==> src/rtl/link_anchor_rsp.sv <==
// Far-end responder of a dist_sim link ring: terminates frames addressed to this node
// into a token FIFO with sequence checking, forwards foreign frames, and returns credit acks.
module link_anchor_rsp #(
  parameter int unsigned ID     = 0,
  parameter int unsigned DEPTH  = 4,
  parameter bit          FWD_EN = 1'b1
) (
  input  logic        i_clk,
  input  logic        i_rstn,
  input  logic        i_wen_down,
  input  logic [31:0] i_token_down,
  input  logic [31:0] i_clk_cnt_down,
  input  logic [31:0] i_id_down,
  output logic        o_wen_up,
  output logic [31:0] o_token_up,
  output logic [31:0] o_clk_cnt_up,
  output logic [31:0] o_id_up,
  output logic        o_rx_valid,
  output logic [31:0] o_rx_token,
  input  logic        i_rx_ready,
  output logic        o_err_seq,
  output logic [15:0] o_drop_cnt
);

  localparam int AW = $clog2(DEPTH);
  localparam int CW = AW + 1;

  typedef enum logic [1:0] {
    IDLE = 2'd0,
    FWD  = 2'd1,
    ACK  = 2'd2
  } state_e;

  state_e      state_q, state_d;
  logic [31:0] token_up_q, token_up_d;
  logic [31:0] clk_cnt_up_q, clk_cnt_up_d;
  logic [31:0] id_up_q, id_up_d;

  logic [31:0] mem_q [DEPTH];
  logic [AW:0] wr_ptr_q, rd_ptr_q;
  logic [CW-1:0] credit_q, credit_d;
  logic [31:0] last_cnt_q;
  logic        seq_valid_q;
  logic        err_seq_q;
  logic [15:0] drop_cnt_q;
  logic [31:0] clk_cnt_q;

  logic        isMine, isForeign;
  logic        fifoEmpty, fifoFull;
  logic        doPop, seqOk, accept, drop;
  logic [31:0] seqDiff;

  assign isMine    = i_wen_down && (i_id_down == 32'(ID));
  assign isForeign = i_wen_down && (i_id_down != 32'(ID));

  assign fifoEmpty = (wr_ptr_q == rd_ptr_q);
  assign fifoFull  = (wr_ptr_q[AW] != rd_ptr_q[AW]) &&
                     (wr_ptr_q[AW-1:0] == rd_ptr_q[AW-1:0]);
  assign doPop     = !fifoEmpty && i_rx_ready;

  // Signed difference keeps the ordering check valid across the 32-bit stamp wrap.
  assign seqDiff = i_clk_cnt_down - last_cnt_q;
  assign seqOk   = !seq_valid_q || (!seqDiff[31] && (seqDiff != 32'd0));
  assign accept  = isMine && seqOk && (!fifoFull || doPop);
  assign drop    = isMine && !accept;

  always_comb begin
    state_d      = IDLE;
    token_up_d   = token_up_q;
    clk_cnt_up_d = clk_cnt_up_q;
    id_up_d      = id_up_q;
    credit_d     = credit_q + CW'(accept);
    if (isForeign && FWD_EN) begin
      state_d      = FWD;
      token_up_d   = i_token_down;
      clk_cnt_up_d = i_clk_cnt_down;
      id_up_d      = i_id_down;
    end else if (credit_q != '0) begin
      state_d      = ACK;
      token_up_d   = 32'(credit_q);
      clk_cnt_up_d = clk_cnt_q;
      id_up_d      = 32'(ID);
      credit_d     = CW'(accept);
    end
  end

  always_ff @(posedge i_clk or negedge i_rstn) begin
    if (!i_rstn) begin
      state_q      <= IDLE;
      token_up_q   <= '0;
      clk_cnt_up_q <= '0;
      id_up_q      <= '0;
      credit_q     <= '0;
      clk_cnt_q    <= '0;
    end else begin
      state_q      <= state_d;
      token_up_q   <= token_up_d;
      clk_cnt_up_q <= clk_cnt_up_d;
      id_up_q      <= id_up_d;
      credit_q     <= credit_d;
      clk_cnt_q    <= clk_cnt_q + 32'd1;
    end
  end

  // The storage is cleared too so the head token reads zero out of reset.
  always_ff @(posedge i_clk or negedge i_rstn) begin
    if (!i_rstn) begin
      for (int i = 0; i < DEPTH; i++) mem_q[i] <= '0;
      wr_ptr_q <= '0;
      rd_ptr_q <= '0;
    end else begin
      if (accept) begin
        mem_q[wr_ptr_q[AW-1:0]] <= i_token_down;
        wr_ptr_q <= wr_ptr_q + 1'b1;
      end
      if (doPop) rd_ptr_q <= rd_ptr_q + 1'b1;
    end
  end

  always_ff @(posedge i_clk or negedge i_rstn) begin
    if (!i_rstn) begin
      last_cnt_q  <= '0;
      seq_valid_q <= 1'b0;
      err_seq_q   <= 1'b0;
      drop_cnt_q  <= '0;
    end else begin
      if (accept) begin
        last_cnt_q  <= i_clk_cnt_down;
        seq_valid_q <= 1'b1;
      end
      if (isMine && !seqOk) err_seq_q <= 1'b1;
      if (drop && (drop_cnt_q != 16'hFFFF)) drop_cnt_q <= drop_cnt_q + 16'd1;
    end
  end

  assign o_wen_up     = (state_q != IDLE);
  assign o_token_up   = token_up_q;
  assign o_clk_cnt_up = clk_cnt_up_q;
  assign o_id_up      = id_up_q;
  assign o_rx_valid   = !fifoEmpty;
  assign o_rx_token   = mem_q[rd_ptr_q[AW-1:0]];
  assign o_err_seq    = err_seq_q;
  assign o_drop_cnt   = drop_cnt_q;

endmodule

==> config.mk <==
export PLATFORM = sky130hd
export DESIGN_NAME = link_anchor_rsp
export DESIGN_NICKNAME = d
export VERILOG_FILES = /design/src/rtl/link_anchor_rsp.sv
export SDC_FILE = /design/constraint.sdc
export NUM_CORES = 1
export LEC_CHECK = 0
export BUFFER_PORTS_ARGS = -buffer_cell sky130_fd_sc_hd__buf_2
export CORE_MARGIN = 2
export CORE_UTILIZATION = 55
export CTS_BUF_LIST = sky130_fd_sc_hd__clkbuf_4
export DETAILED_ROUTE_END_ITERATION = 6
export GPL_TIMING_DRIVEN = 0
export PLACE_DENSITY = 0.86
export SYNTH_ARGS = -nofsm -noshare
export SYNTH_HDL_FRONTEND = slang
export SYNTH_SLANG_ARGS = --single-unit
==> constraint.sdc <==
create_clock -name i_clk -period 5.2 [get_ports i_clk]
set_input_delay 0.52 -clock i_clk [delete_from_list [all_inputs] [get_ports i_clk]]
set_output_delay 0.52 -clock i_clk [all_outputs]
set_load 0.01 [all_outputs]
==> flow_summary.rst <==
.. list-table::
   :header-rows: 1

   * - Metric
     - Value
   * - Worst flop-to-flop path startpoint
     - last_cnt_q[0]$_DFFE_PN0P_
   * - Total power divided by cell area
     - just under 300 nW/um2
   * - Area of the placeable core
     - 27,900 um2
   * - Time the final worst path needs with I/O delays and setup
     - 4720 ps
   * - Total setup buffers inserted after CTS
     - 0
   * - Top area cells in the synthesized netlist
     - sky130_fd_sc_hd__dfrtp_1 51%, sky130_fd_sc_hd__mux2_2 9.6%, sky130_fd_sc_hd__nand2_1 5.0%, sky130_fd_sc_hd__mux4_2 4.6%, sky130_fd_sc_hd__ha_1 3.2%
   * - Wirelength, routed
     - 41,600 um
   * - Largest net degree at the start of global routing
     - ~120
   * - Syn_area_per_cell
     - 10.9 um2
   * - Startpoint of the worst hold path
     - i_token_down[13]
   * - Via count
     - 12,825
   * - Sinks on the clock net
     - between 300 and 400
   * - Violation count after the first detailed-routing iteration
     - between 900 and 1,000
   * - Area share of the leading cell type in the synthesized netlist
     - 50.6%
   * - Worst r2r path cells
     - 17
   * - Terminus of the critical flop-to-flop path
     - credit_q[1]$_DFF_PN0_
   * - Nets
     - 1,939
   * - Worst-path clk slew
     - 80 ps
   * - Leading area contributor after synthesis
     - sky130_fd_sc_hd__dfrtp_1
   * - Detailed placer's ending HPWL
     - 29,900 um
   * - Start-to-end type of the worst setup path
     - register to register
   * - Antenna violation net count after detailed routing
     - 0
   * - Peak clock frequency supported by timing
     - 0.212 GHz
   * - Seq cells post-synth
     - 317
   * - CP Launch Type
     - register
   * - Initial DRT Pass Iterations
     - 5
   * - # rows
     - 61
   * - Routability congestion estimate
     - 0.928
   * - Number of instances in the synthesized netlist
     - 1,438
   * - Post-synth net total
     - 1,579
   * - Required arrival time at the worst endpoint
     - 5740 ps
   * - Part of the cycle the worst path needs
     - between 90% and 100%
   * - Element type at the critical path end
     - register
   * - Pre-CTS setup slack
     - between 200 and 300 ps
   * - Clock skew after layout
     - 88.8 ps
   * - Final sum of negative setup slack
     - 0 ps
   * - Normalized max-slew margin
     - 36.5%
   * - I/O pin count
     - 247
   * - Hold EP
     - o_token_up[13]$_DFFE_PN0P_
   * - Number of synthesized flops with an enable pin
     - 0
   * - Via density
     - roughly 5.7
   * - Number of cells traversed by the worst hold path
     - 3
   * - Die area
     - 29,900 um2
   * - Deepest level of the CTS H-tree
     - 3
   * - Register-to-register setup slack
     - around 480 ps
   * - Setup repair after global routing missed its margin
     - no
   * - LEAKAGE
     - 9.75 nW
   * - Skew-Pair Late Insertion Delay
     - 730 ps
   * - Number of port buffers
     - 246
   * - Sequential-to-total area share from yosys stat
     - 50.6%
   * - Most instantiated flip-flop cell in the synthesis netlist
     - sky130_fd_sc_hd__dfrtp_1
   * - Wire per inst
     - between 15 and 20 um
   * - # setup viols final
     - 0
   * - Path type of the worst min-delay path
     - input pin to register
   * - Number of global-route vias before repair
     - 13,132
   * - Global-route congestion overflow total
     - 0
   * - CTS max path bufs
     - 3
   * - Drt drc
     - 0
   * - Wire length of the first global-routing pass
     - 67,800 um
   * - CTS Buf Count
     - 83
   * - Count of final max-slew check failures
     - 0
   * - Number of failing hold endpoints at the final stage
     - 0
   * - Cell area after synthesis
     - 15,700 um2
   * - Outcome
     - finished clean
   * - Worst Path Max Fanout
     - 10
   * - Number of distinct standard cells referenced by the synthesized netlist
     - 63
   * - Ratio of cells with drive above 1 in the final layout
     - 31.5%
   * - Layout filler cell count
     - ~2,100
   * - CTS tree
     - built
   * - Share of flip-flops with an asynchronous set or reset
     - 100%
   * - Worst ir drop on vdd
     - 0.000166 V
   * - Die Width
     - 173 um
   * - Y dimension of the die
     - 173 um
   * - Data arrival, critical path
     - between 5000 and 6000 ps
   * - Total Routing Usage GR
     - 28.1%
   * - Transition time at the pin with the least slew margin
     - 952 ps
   * - Number of violations of the max-capacitance limit
     - 0
   * - Root cell of the clock tree
     - sky130_fd_sc_hd__clkbuf_4
   * - Final setup slack of the worst path
     - approximately 480 ps
   * - Count of yosys warnings during synthesis
     - 0
   * - Initial Util
     - 56.1%
   * - Antenna violations before repair
     - 2
   * - Relative area change from synthesis to final layout
     - 19.6%
sequential cells by signal, summed over array words and instances (netlist names):
register,flops
clk_cnt_q,32
credit_q,3
last_cnt_q,32
mem_q,128
o_clk_cnt_up,32
o_drop_cnt,16
o_err_seq,1
o_id_up,32
o_token_up,32
rd_ptr_q,3
seq_valid_q,1
state_q,2
wr_ptr_q,3
final cells by class:
type	count	area, um2	area share (%)
Buffer	81	360	1.92
Tap cell	378	473	2.52
Inverter	43	161	0.860
Clock buffer	120	901	4.80
Multi-Input combinational cell	997	7230	38.5
Timing Repair Buffer	275	1570	8.35
Sequential cell	317	7930	42.3
Clock inverter	28	135	0.720
Antenna cell	2	5.00	0.0267
through the flow:
step                power [mW]  cell area, um2  hold slack [ps]  std cells  util [%]
finish                    5.46           18800             46.2       2241      67.2
global route              5.74           18800             6.06       2240      67.2
CTS                       5.51           18800            0.116       2239      67.1
detailed placement        3.37           17500              450       2064      62.5
global placement          3.35           17400              451       2062      62.2
floorplan                 3.05           15700              224       1438         -
repair_timing:
item | 4_1_cts | 5_1_grt
resized for setup | 0 | 0
hold buffers | 27 | 0
hold endpoints to repair | 115 | 0
worst max-delay path, stage by stage, from the launching register on:
cell,delay (ps)
sky130_fd_sc_hd__dfrtp_1,380
sky130_fd_sc_hd__ha_1,220
sky130_fd_sc_hd__fa_1,400
sky130_fd_sc_hd__nand2b_1,200
sky130_fd_sc_hd__a21oi_2,310
sky130_fd_sc_hd__o41ai_2,190
sky130_fd_sc_hd__o31ai_1,320
sky130_fd_sc_hd__mux2i_1,300
sky130_fd_sc_hd__o211ai_1,140
sky130_fd_sc_hd__or4_4,440
sky130_fd_sc_hd__nor4_4,250
sky130_fd_sc_hd__a31oi_4,200
sky130_fd_sc_hd__buf_6,190
sky130_fd_sc_hd__buf_2,210
sky130_fd_sc_hd__buf_2,220
sky130_fd_sc_hd__ha_1,200
sky130_fd_sc_hd__ha_1,260
sky130_fd_sc_hd__nor2b_1,120
where the power goes:
| part | switching [mW] | leakage [nW] | total (mW) | internal [mW] |
|---|---|---|---|---|
| logic | 0.458 | 5.12 | 0.750 | 0.292 |
| registers | 0.0438 | 4.02 | 2.59 | 2.54 |
| clock network | 1.05 | 0.606 | 2.12 | 1.07 |
layout by cell type, fill, tap and decap left out, types with 7 or more instances in the layout:
cell | netlist | routed
sky130_fd_sc_hd__xor2_1 | 29 | 29
sky130_fd_sc_hd__o21ai_0 | 60 | 60
sky130_fd_sc_hd__nor3_1 | 14 | 14
sky130_fd_sc_hd__nand4_1 | 23 | 23
sky130_fd_sc_hd__clkinv_1 | 0 | 18
sky130_fd_sc_hd__nor2_1 | 79 | 79
sky130_fd_sc_hd__nand2_1 | 208 | 208
sky130_fd_sc_hd__ha_1 | 40 | 40
sky130_fd_sc_hd__and3_1 | 17 | 17
sky130_fd_sc_hd__mux2i_1 | 33 | 33
sky130_fd_sc_hd__nor4_1 | 16 | 16
sky130_fd_sc_hd__o21a_1 | 7 | 7
sky130_fd_sc_hd__a21o_1 | 7 | 7
sky130_fd_sc_hd__clkbuf_4 | 0 | 120
sky130_fd_sc_hd__xnor2_1 | 38 | 38
sky130_fd_sc_hd__mux4_2 | 32 | 32
sky130_fd_sc_hd__mux2_2 | 134 | 134
sky130_fd_sc_hd__inv_1 | 42 | 42
sky130_fd_sc_hd__clkbuf_1 | 52 | 52
sky130_fd_sc_hd__o211ai_1 | 12 | 12
sky130_fd_sc_hd__dfrtp_1 | 317 | 317
sky130_fd_sc_hd__dlygate4sd3_1 | 0 | 27
sky130_fd_sc_hd__buf_2 | 21 | 266
sky130_fd_sc_hd__nand3_1 | 86 | 86
sky130_fd_sc_hd__a21oi_1 | 73 | 73
synth_stat cells (all sizes together), types with 2 or more instances:
master / number
o211ai: 12
ha: 40
xor2: 29
nor3: 15
nand3b: 2
a211o: 3
mux2: 134
a21boi: 3
mux2i: 33
o21a: 7
nand2b: 6
a22oi: 4
nand2: 208
nor3b: 5
o2111ai: 2
o31ai: 3
nor4: 20
nand3: 86
nand4: 23
buf: 29
a21o: 7
o221ai: 2
or4: 3
inv: 43
and3: 17
clkbuf: 52
and2: 2
or2: 2
nor4b: 6
nor2: 79
o21ai: 62
and3b: 2
dfrtp: 317
or3: 3
a211oi: 6
a21oi: 76
a31oi: 7
mux4: 32
nor2b: 6
xnor2: 38
worst max path at each step:
stage,startpoint,slack (ps),end,cells past startpoint
after detailed placement,i_clk_cnt_down[0],250,credit_q[2]$_DFF_PN0_,20
after floorplan,i_clk_cnt_down[0],1000,credit_q[1]$_DFF_PN0_,18
after global routing,last_cnt_q[8]$_DFFE_PN0P_,180,credit_q[2]$_DFF_PN0_,19
after global placement,i_rstn,-2120,clk_cnt_q[27]$_DFF_PN0_,1
final,last_cnt_q[0]$_DFFE_PN0P_,480,credit_q[1]$_DFF_PN0_,17
after CTS,last_cnt_q[0]$_DFFE_PN0P_,510,credit_q[1]$_DFF_PN0_,17
logic make-up after synthesis:
family	after synthesis	synth area share, %
DFF	317	50.6
muxes	199	16.3
and+or+nand+nor	486	14.7
xor gates and xnor gates	67	3.74
adders and majority gates	41	3.32
AOI/OAI and AO/OA	204	7.97
buffers and inverters	124	3.33
metal layers:
layer / wire length [um] / global-route usage (%)
met5: 0 / 0
met4: 1230 / 10.6
met3: 2810 / 5.94
met2: 20400 / 47.2
met1: 17200 / 36.0
Power figures use the tool's default switching activity.
